### config.mk
export PLATFORM = sky130hd
export DESIGN_NAME = rtype_fetch_seq
export DESIGN_NICKNAME = d
export VERILOG_FILES = /design/src/rtl/rtype_fetch_seq_pkg.sv /design/src/rtl/rtype_decode.sv /design/src/rtl/rtype_fetch_seq.sv
export SDC_FILE = /design/constraint.sdc
export NUM_CORES = 1
export LEC_CHECK = 0
export ABC_AREA = 1
export CORE_ASPECT_RATIO = 0.5
export CORE_MARGIN = 1
export CORE_UTILIZATION = 49
export CTS_CLUSTER_SIZE = 40
export DETAILED_ROUTE_END_ITERATION = 8
export GPL_TIMING_DRIVEN = 1
export PLACE_DENSITY = 0.78
export REMOVE_ABC_BUFFERS = 1
export SLEW_MARGIN = 20
export SYNTH_ARGS = -nofsm -noshare
export SYNTH_HDL_FRONTEND = slang
export SYNTH_SLANG_ARGS = --single-unit
export TNS_END_PERCENT = 5
### constraint.sdc
create_clock -name clk -period 3.5 [get_ports clk]
set_input_delay 0.525 -clock clk [delete_from_list [all_inputs] [get_ports clk]]
set_output_delay 0.525 -clock clk [all_outputs]
set_load 0.01 [all_outputs]
### src/rtl/rtype_fetch_seq_pkg.sv
// rtl/rtype_fetch_seq_pkg.sv - shared opcode constants, FSM states and decode record
package rtype_fetch_seq_pkg;

  localparam logic [6:0] OPC_RTYPE = 7'b0110011;
  localparam logic [6:0] F7_BASE   = 7'b0000000;
  localparam logic [6:0] F7_ALT    = 7'b0100000;

  typedef enum logic [2:0] {
    S_IDLE = 3'd0,
    S_IF   = 3'd1,
    S_LD   = 3'd2,
    S_ID   = 3'd3,
    S_RR   = 3'd4,
    S_EX   = 3'd5,
    S_WB   = 3'd6,
    S_HALT = 3'd7
  } state_t;

  typedef struct packed {
    logic [4:0] rs1;
    logic [4:0] rs2;
    logic [4:0] rd;
    logic [3:0] alu_op;
    logic       reg_write;
  } dec_t;

endpackage

### src/rtl/rtype_decode.sv
// rtl/rtype_decode.sv - combinational R-type field extraction and legality check
module rtype_decode
  import rtype_fetch_seq_pkg::*;
(
  input  logic [31:0] i_ir,
  output dec_t        o_dec,
  output logic        o_legal
);

  logic [6:0] w_opcode;
  logic [6:0] w_funct7;

  assign w_opcode = i_ir[6:0];
  assign w_funct7 = i_ir[31:25];
  assign o_legal  = (w_opcode == OPC_RTYPE) &&
                    ((w_funct7 == F7_BASE) || (w_funct7 == F7_ALT));

  always_comb begin
    o_dec.rs1       = i_ir[19:15];
    o_dec.rs2       = i_ir[24:20];
    o_dec.rd        = i_ir[11:7];
    o_dec.alu_op    = {i_ir[30], i_ir[14:12]};
    // writes to x0 are discarded, so they never request write-back
    o_dec.reg_write = o_legal && (i_ir[11:7] != 5'd0);
  end

endmodule

### src/rtl/rtype_fetch_seq.sv
// rtl/rtype_fetch_seq.sv - six-phase fetch/decode sequencer driving the regfile/ALU datapath
module rtype_fetch_seq
  import rtype_fetch_seq_pkg::*;
#(
  parameter int          IM_AW    = 6,
  parameter logic [31:0] RESET_PC = 32'd0
) (
  input  logic             clk,
  input  logic             rst,
  input  logic             run,
  input  logic             step,
  output logic [IM_AW-1:0] IM_Addr,
  input  logic [31:0]      IM_Data,
  output logic [4:0]       R_Addr_A,
  output logic [4:0]       R_Addr_B,
  output logic [4:0]       W_Addr,
  output logic [3:0]       ALU_OP,
  output logic             Reg_Write,
  output logic             en_RR,
  output logic             en_F,
  output logic             en_WB,
  output logic [31:0]      PC,
  output logic             busy,
  output logic             illegal
);

  state_t      r_state;
  state_t      w_next;
  logic [31:0] r_pc;
  logic [31:0] r_ir;
  dec_t        r_dec;
  logic        r_illegal;
  dec_t        w_dec;
  logic        w_legal;

  rtype_decode u_decode (
    .i_ir    (r_ir),
    .o_dec   (w_dec),
    .o_legal (w_legal)
  );

  always_ff @(posedge clk or posedge rst) begin
    if (rst) begin
      r_state   <= S_IDLE;
      r_pc      <= RESET_PC;
      r_ir      <= 32'd0;
      r_dec     <= '0;
      r_illegal <= 1'b0;
    end else begin
      r_state <= w_next;
      case (r_state)
        S_LD: r_ir <= IM_Data;
        S_ID: begin
          r_dec <= w_dec;
          if (!w_legal) r_illegal <= 1'b1;
        end
        S_WB: r_pc <= r_pc + 32'd4;
        default: ;
      endcase
    end
  end

  always_comb begin
    w_next = r_state;
    en_RR  = 1'b0;
    en_F   = 1'b0;
    en_WB  = 1'b0;
    busy   = 1'b1;
    case (r_state)
      S_IDLE: begin
        busy = 1'b0;
        if (run || step) w_next = S_IF;
      end
      S_IF: w_next = S_LD;
      S_LD: w_next = S_ID;
      S_ID: w_next = w_legal ? S_RR : S_HALT;
      S_RR: begin
        en_RR  = 1'b1;
        w_next = S_EX;
      end
      S_EX: begin
        en_F   = 1'b1;
        w_next = S_WB;
      end
      S_WB: begin
        en_WB  = r_dec.reg_write;
        w_next = run ? S_IF : S_IDLE;
      end
      S_HALT: busy = 1'b0;
      default: w_next = S_IDLE;
    endcase
  end

  assign IM_Addr   = r_pc[IM_AW+1:2];
  assign PC        = r_pc;
  assign R_Addr_A  = r_dec.rs1;
  assign R_Addr_B  = r_dec.rs2;
  assign W_Addr    = r_dec.rd;
  assign ALU_OP    = r_dec.alu_op;
  assign Reg_Write = r_dec.reg_write;
  assign illegal   = r_illegal;

endmodule

==> summary.log, run 1 <==
INFO  routing        ant_nets=0
INFO  routing        drt_drc_violations_left=0
INFO  pwr            finalPower=0.00372W
INFO  sta            number_of_failing_hold_endpoints_at_the_final_stage=0
INFO  floorplanning  ioPinCount=99
INFO  pwr            sw_frac_of_total=32.1%
INFO  routing        starting_drc_count_in_detailed_routing=256
INFO  routing        wire_per_inst=12.8um
INFO  pwr            internal_power=0.00253W
INFO  pwr            power.switching=0.00120W
INFO  place          routability_driven_placement_congestion_ratio=0.824
INFO  sta            timing.fmax=0.443GHz
INFO  synth          synth.cells.most_frequent=sky130_fd_sc_hd__nand2_1, sky130_fd_sc_hd__dfrtp_1, sky130_fd_sc_hd__nor2_1, sky130_fd_sc_hd__inv_1, sky130_fd_sc_hd__mux2_2
INFO  critical_path  worstPathMaxFanout=8
INFO  critical_path  critical_path_class=register to output pin
INFO  critical_path  timing.critical_path.from_type=register
INFO  synth          syn_inst=433
INFO  status         outcome=complete, no violations
INFO  grt            grt_max_degree=50
INFO  clock_network  cts-root-to-sink-buffers=2
INFO  clock_network  ctsRootBufferMaster=sky130_fd_sc_hd__clkbuf_16
INFO  place          detailedPlacementHpwl=5.86mm
INFO  grt            wire_length_of_the_first_global_routing_pass=13.8mm
INFO  routing        vias_per_cell=4.82
INFO  pwr            leakagePower=2.41nW
INFO  layout         fin_nets=565
INFO  grt            antenna_found_initial=0
INFO  pwr            p_clk_share=25.2%
INFO  sta            share_of_the_cycle_needed_by_the_critical_path_after_routing=64.5%
INFO  routing        drt_first_pass_iters=4
INFO  grt            grt_pass1_vias=3030
INFO  min_path       holdCritPathClass=register to register
INFO  floorplanning  fp.dieW=129um
INFO  sta            layout_min_cycle_time=2260ps
INFO  clock_network  cts.htree.levels=3
INFO  synth          synth_ff_type=sky130_fd_sc_hd__dfrtp_1
INFO  layout         area_growth=32.8%
INFO  critical_path  required=2970ps
INFO  pwr            max-vdd-ir-drop=532uV
INFO  sta            final_max_slew_viol_count=0
INFO  clock_network  clkSlewWorstSetupHoldPaths=60ps
INFO  floorplanning  core_region_area=7570squm
INFO  run            timing.max_cap.violations=0
INFO  pwr            share_seq_of_total_power=41.6%
INFO  synth          synthDominantCellAreaShare=54.2%
INFO  routing        routed_wirelength=8.23mm
INFO  synth          syn-cell-area=3970squm
INFO  routing        dr_total_vias=3092
INFO  critical_path  critical_path.endpoint_type=output pin
INFO  clock_network  cts_tree=done
INFO  clock_network  cts-hold-fix-buffers=0
INFO  synth          post_synth_main_area_contributors=sky130_fd_sc_hd__dfrtp_1, sky130_fd_sc_hd__nand2_1, sky130_fd_sc_hd__mux2_2, sky130_fd_sc_hd__nor2_1, sky130_fd_sc_hd__inv_1
INFO  floorplanning  row_count=22
INFO  synth          yosys.area.top_type=sky130_fd_sc_hd__dfrtp_1
INFO  floorplanning  initial_utilization=52.4%
INFO  pwr            cellPowerDensity=707nW/um^2
INFO  sta            timing.setup.tns=0ps
INFO  grt            grt_usage=21.6%
INFO  sta            rsz_0062_raised_after_global_routing=false
INFO  floorplanning  floorplan.die.height=65.6um
INFO  pwr            pwr-share-comb=33.2%
INFO  synth          postSynthRegisterBits=86
INFO  critical_path  critical_path_arrival=1730ps
INFO  synth          syn-mean-instance-area=9.17squm
INFO  synth          synth_cell_types=28
INFO  synth          yosys_warnings=0
INFO  grt            grt_overflow_total=0
INFO  synth          number_of_synthesized_flops_with_an_enable_pin=0
INFO  floorplanning  dieArea=8490squm
INFO  place          portBuffers=96
INFO  clock_network  clock-sinks=86
INFO  sta            worst_slew_pin_slew=939ps
INFO  synth          yosysSeqAreaShare=54.2%
INFO  sta            fin_worst_skew=4.69ps
INFO  synth          synthMostInstantiatedCell=sky130_fd_sc_hd__nand2_1
INFO  layout         drive_gt1_share=10.3%
INFO  synth          asyncSetResetFlopFracSynth=100%
INFO  clock_network  cts_made_buffers=9
INFO  clock_network  post_cts.resized_instances=0
INFO  clock_network  clk-insertion-delay-late=340ps
INFO  clock_network  post-cts-setup-buffer-count=0
INFO  layout         antennaDiodeCount=0
INFO  sta            final-setup-viol-count=0
INFO  sta            max-slew-margin-rel=37.3%
==> metrics by stage <==
stage	util (%)	hold slack, ps	cell area [sq um]	cells	setup WS (ps)
after global placement	65.7	453	4980	625	1490
after CTS	69.6	468	5270	641	1220
after global routing	69.6	496	5270	641	1150
after floorplan	-	443	3860	419	753
final	69.6	465	5270	641	1240
after detailed placement	65.7	454	4980	625	1460
==> power by group through the flow <==
stage	Combinational, W	Sequential (W)	Clock (W)
after floorplan	0.000662	0.00159	0
after global placement	0.00120	0.00156	0
after detailed placement	0.00125	0.00156	0
after CTS	0.00125	0.00155	0.000952
after global routing	0.00136	0.00159	0.00100
final	0.00124	0.00155	0.000937
==> cell type report <==
class	count	area (sq um)
clock buffers	11	233
clock inverters	5	60.1
fillers	603	2300
inverters	46	176
multi-input cells	287	1540
flip-flops and latches	86	2150
well taps	108	135
repair buffers	98	976
==> cell families after synthesis <==
group | synth area share [%]
buffers and inverters | 7.16
muxes | 6.53
DFF | 54.2
xor gates and xnor gates | 3.53
AOI/OAI and AO/OA | 2.43
adders and majority gates | 0.315
other | 0.0945
and+or+nand+nor | 25.7
==> path summary, 6_finish.rpt <==
check | to | startpoint | slack [ps] | cells past startpoint
max in group asynchronous | PC[15]$_DFFE_PP0N_ | rst | 2080 | 3
setup reg to reg | r_ir[4]$_DFFE_PP0P_ | r_state[2]$_DFFE_PP0P_ | 1440 | 3
hold reg to reg | illegal$_DFFE_PP0P_ | illegal$_DFFE_PP0P_ | 460 | 2
hold / removal | illegal$_DFFE_PP0P_ | illegal$_DFFE_PP0P_ | 460 | 2
setup / recovery | en_WB | r_state[0]$_DFFE_PP0P_ | 1240 | 4
min in group asynchronous | r_ir[6]$_DFFE_PP0P_ | rst | 640 | 2
==> cells in the final DEF (no fill, tap or decap) <==
cell type                         Yosys  layout
sky130_fd_sc_hd__buf_4                9       2
sky130_fd_sc_hd__nand2_1            128     128
sky130_fd_sc_hd__ha_1                 1       1
sky130_fd_sc_hd__o22ai_1              1       1
sky130_fd_sc_hd__clkinv_4             0       2
sky130_fd_sc_hd__nor3_1               5       5
sky130_fd_sc_hd__nand4_1              9       9
sky130_fd_sc_hd__nand3_2              1       1
sky130_fd_sc_hd__mux2_2              23      23
sky130_fd_sc_hd__xnor2_1              5       5
sky130_fd_sc_hd__clkdlybuf4s50_1      0      96
sky130_fd_sc_hd__inv_4                1       1
sky130_fd_sc_hd__o21ai_0              8       8
sky130_fd_sc_hd__clkinv_2             0       2
sky130_fd_sc_hd__a21oi_1             10      10
sky130_fd_sc_hd__dfrtp_1             86      86
sky130_fd_sc_hd__clkinvlp_4           0       1
sky130_fd_sc_hd__nor2_4               6       6
sky130_fd_sc_hd__xor2_1              11      11
sky130_fd_sc_hd__nand2_4              1       1
sky130_fd_sc_hd__nand3b_1             7       7
sky130_fd_sc_hd__nand3_1             19      19
sky130_fd_sc_hd__inv_2                1       1
sky130_fd_sc_hd__nand2_2              1       1
sky130_fd_sc_hd__inv_1               44      43
sky130_fd_sc_hd__nor2_1              45      45
sky130_fd_sc_hd__clkbuf_16            0       9
sky130_fd_sc_hd__conb_1               1       2
sky130_fd_sc_hd__clkbuf_1             1       2
sky130_fd_sc_hd__nor2_2               2       2
sky130_fd_sc_hd__bufinv_16            0       1
sky130_fd_sc_hd__nand3_4              2       2
==> sequential cells by signal, indices dropped and copies added, names as in the netlist <==
name       cells
illegal        1
ALU_OP         4
PC            30
R_Addr_B       5
W_Addr         5
r_state        3
R_Addr_A       5
Reg_Write      1
r_ir          32
==> layer usage <==
| metal | vias to the layer above | GRT usage (%) | wire, um |
|---|---|---|---|
| met2 | 56 | 36.9 | 4030 |
| li1 | 1543 | - | - |
| met1 | 1480 | 26.3 | 3740 |
| met3 | 13 | 5.21 | 303 |
| met5 | - | 0 | 0 |
| met4 | 0 | 9.71 | 148 |
==> worst max-delay path, cell delays in order (launching register included) <==
cell and delay, ps:
sky130_fd_sc_hd__dfrtp_1 410, sky130_fd_sc_hd__inv_1 150, sky130_fd_sc_hd__nand3_4 170, sky130_fd_sc_hd__nor2_1 130, sky130_fd_sc_hd__clkdlybuf4s50_1 540
No activity file was read; power rests on OpenSTA's default activity.
==> inputs of run 2 (changes only) <==
--- a/config.mk
+++ b/config.mk
@@ -8,11 +8,11 @@
 export ABC_AREA = 1
 export CORE_ASPECT_RATIO = 0.5
 export CORE_MARGIN = 1
-export CORE_UTILIZATION = 49
+export CORE_UTILIZATION = 44
 export CTS_CLUSTER_SIZE = 40
 export DETAILED_ROUTE_END_ITERATION = 8
 export GPL_TIMING_DRIVEN = 1
-export PLACE_DENSITY = 0.78
+export PLACE_DENSITY = 0.74
 export REMOVE_ABC_BUFFERS = 1
 export SLEW_MARGIN = 20
 export SYNTH_ARGS = -nofsm -noshare
==> constraint.sdc (replaced) <==
create_clock -name clk -period 2 [get_ports clk]
set_input_delay 0.3 -clock clk [delete_from_list [all_inputs] [get_ports clk]]
set_output_delay 0.3 -clock clk [all_outputs]
set_load 0.01 [all_outputs]
==> run 2 against run 1 <==
Net effect: final area up 1.1%; wire length down 3.1%; largest cell class unchanged; critical path type unchanged; total power up 76%; sequential power up 75%.
==> summary.log, run 2 (synthesis gave the netlist of run 1 again) <==
INFO  status         outcome=complete, no violations
INFO  grt            grt_pass1_vias=2840
INFO  clock_network  cts_tree=done
INFO  place          detailedPlacementHpwl=5.66mm
INFO  routing        dr_total_vias=3033
INFO  clock_network  cts-root-to-sink-buffers=2
INFO  place          portBuffers=96
INFO  routing        starting_drc_count_in_detailed_routing=174
INFO  pwr            leakagePower=2.43nW
INFO  sta            setup_slack=75.1ps
INFO  floorplanning  dieArea=9430squm
INFO  sta            layout_min_cycle_time=1920ps
INFO  grt            antenna_found_initial=0
INFO  critical_path  reg2reg_setup_slack=470ps
INFO  place          place_worst_setup_slack=297ps
INFO  floorplanning  row_count=24
INFO  grt            grt_usage=18.8%
INFO  sta            final_max_slew_viol_count=0
INFO  floorplanning  floorplan.die.height=69.2um
INFO  routing        ant_nets=0
INFO  critical_path  critical_path_arrival=1620ps
INFO  sta            final-setup-viol-count=0
INFO  routing        wire_per_inst=12.2um
INFO  routing        vias_per_cell=4.66
INFO  pwr            power.switching=0.00208W
INFO  routing        drt_drc_violations_left=0
INFO  layout         final_cell_mix=sky130_fd_sc_hd__nand2_1, sky130_fd_sc_hd__clkdlybuf4s50_1, sky130_fd_sc_hd__dfrtp_1
INFO  clock_network  clock-sinks=86
INFO  layout         multiInputGateArea=1540squm
INFO  routing        routed_wirelength=7.97mm
INFO  pwr            pwr-share-comb=33.5%
INFO  grt            wire_length_of_the_first_global_routing_pass=13.6mm
INFO  sta            timing.fmax=0.520GHz
INFO  layout         top_register=r_ir
INFO  layout         area_growth=34.2%
INFO  sta            number_of_failing_hold_endpoints_at_the_final_stage=0
INFO  place          routability_driven_placement_congestion_ratio=0.822
INFO  grt            grt_overflow_total=0
INFO  clock_network  clkSlewWorstSetupHoldPaths=60ps
INFO  grt            grt_max_degree=87
INFO  pwr            p_clk_share=25.3%
INFO  clock_network  cts-hold-fix-buffers=0
INFO  sta            rsz_0062_raised_after_global_routing=false
INFO  clock_network  clk-insertion-delay-late=330ps
INFO  critical_path  timing.critical_path.from_type=register
INFO  layout         fin_nets=567
INFO  critical_path  required=1700ps
INFO  pwr            share_seq_of_total_power=41.2%
INFO  sta            final.hold.worst_slack=394ps
INFO  layout         drive_gt1_share=11.2%
INFO  clock_network  cts.htree.levels=3
INFO  pwr            max-vdd-ir-drop=758uV
INFO  min_path       holdCritPathClass=input port to async pin
INFO  pwr            internal_power=0.00449W
INFO  sta            fin_worst_skew=3.24ps
INFO  layout         fillerInstances=766
INFO  pwr            cellPowerDensity=1230nW/um^2
INFO  critical_path  worstPathMaxFanout=5
INFO  run            timing.max_cap.violations=0
INFO  floorplanning  core_region_area=8740squm
INFO  floorplanning  ioPinCount=99
INFO  routing        drt_first_pass_iters=4
INFO  critical_path  critical_path.endpoint_type=output pin
INFO  layout         layout.cells.most_common=sky130_fd_sc_hd__nand2_1
INFO  layout         largest_register_ff_count=32
INFO  sta            share_of_the_cycle_needed_by_the_critical_path_after_routing=96.2%
INFO  floorplanning  fp.dieW=136um
INFO  critical_path  critical_path_class=register to output pin
INFO  pwr            sw_frac_of_total=31.6%
INFO  layout         antennaDiodeCount=0
INFO  layout         sequential_cell_area=2150squm
INFO  clock_network  cts_made_buffers=9
INFO  floorplanning  initial_utilization=45.4%
INFO  clock_network  ctsRootBufferMaster=sky130_fd_sc_hd__clkbuf_16
==> run 2: metrics by stage <==
stage | instance area, sq um | power, W | std cells | utilization [%] | setup TNS, ps
3_3_place_gp | 5020 | 0.00488 | 635 | 57.4 | 0
5_1_grt | 5330 | 0.00701 | 651 | 61.0 | 0
3_5_place_dp | 5020 | 0.00496 | 635 | 57.4 | 0
6_report | 5330 | 0.00656 | 651 | 61.0 | 0
2_1_floorplan | 3860 | 0.00394 | 419 | - | -44880
4_1_cts | 5330 | 0.00664 | 651 | 61.0 | 0
==> run 2: path summary, 6_finish.rpt <==
kind / cells past startpoint / end / startpoint
worst min register to register: 2 / illegal$_DFFE_PP0P_ / illegal$_DFFE_PP0P_
worst max-delay path: 3 / en_F / r_state[2]$_DFFE_PP0P_
worst max register to register: 9 / PC[29]$_DFFE_PP0N_ / r_state[0]$_DFFE_PP0P_
min in group clk: 2 / illegal$_DFFE_PP0P_ / illegal$_DFFE_PP0P_
worst min-delay path: 3 / r_ir[26]$_DFFE_PP0P_ / rst
max in group asynchronous: 3 / r_state[1]$_DFFE_PP0P_ / rst
==> run 2: area by class of cell <==
class | count | share of cell area (%)
Tap cell | 117 | 2.75
Timing Repair Buffer | 100 | 19.1
Inverter | 46 | 3.31
Clock buffer | 10 | 4.49
Clock inverter | 5 | 1.13
Multi-Input combinational cell | 287 | 28.8
Sequential cell | 86 | 40.4
==> run 2: critical path: stages, from the launching register on <==
cell and delay (ps):
sky130_fd_sc_hd__dfrtp_1 490, sky130_fd_sc_hd__inv_1 140, sky130_fd_sc_hd__nor2_1 120, sky130_fd_sc_hd__clkdlybuf4s50_1 540
==> run 2: power by group through the flow <==
stage	registers (W)	logic (W)	clock network, W
2_1_floorplan	0.00279	0.00116	0
3_3_place_gp	0.00271	0.00217	0
3_5_place_dp	0.00273	0.00223	0
4_1_cts	0.00271	0.00223	0.00170
5_1_grt	0.00278	0.00244	0.00178
6_report	0.00271	0.00220	0.00166
==> run 2: timing repair <==
item                       CTS  global route
buffers inserted             1             0
setup endpoints to repair    2             1
hold endpoints to repair     0             0
resized for setup            2             1
cloned                       0             0
==> run 2: routing by layer <==
metal / global-route usage, % / routed length, um
met5: 0 / 0
met4: 6.42 / 127
met3: 5.81 / 344
met2: 29.4 / 3780
met1: 24.7 / 3720
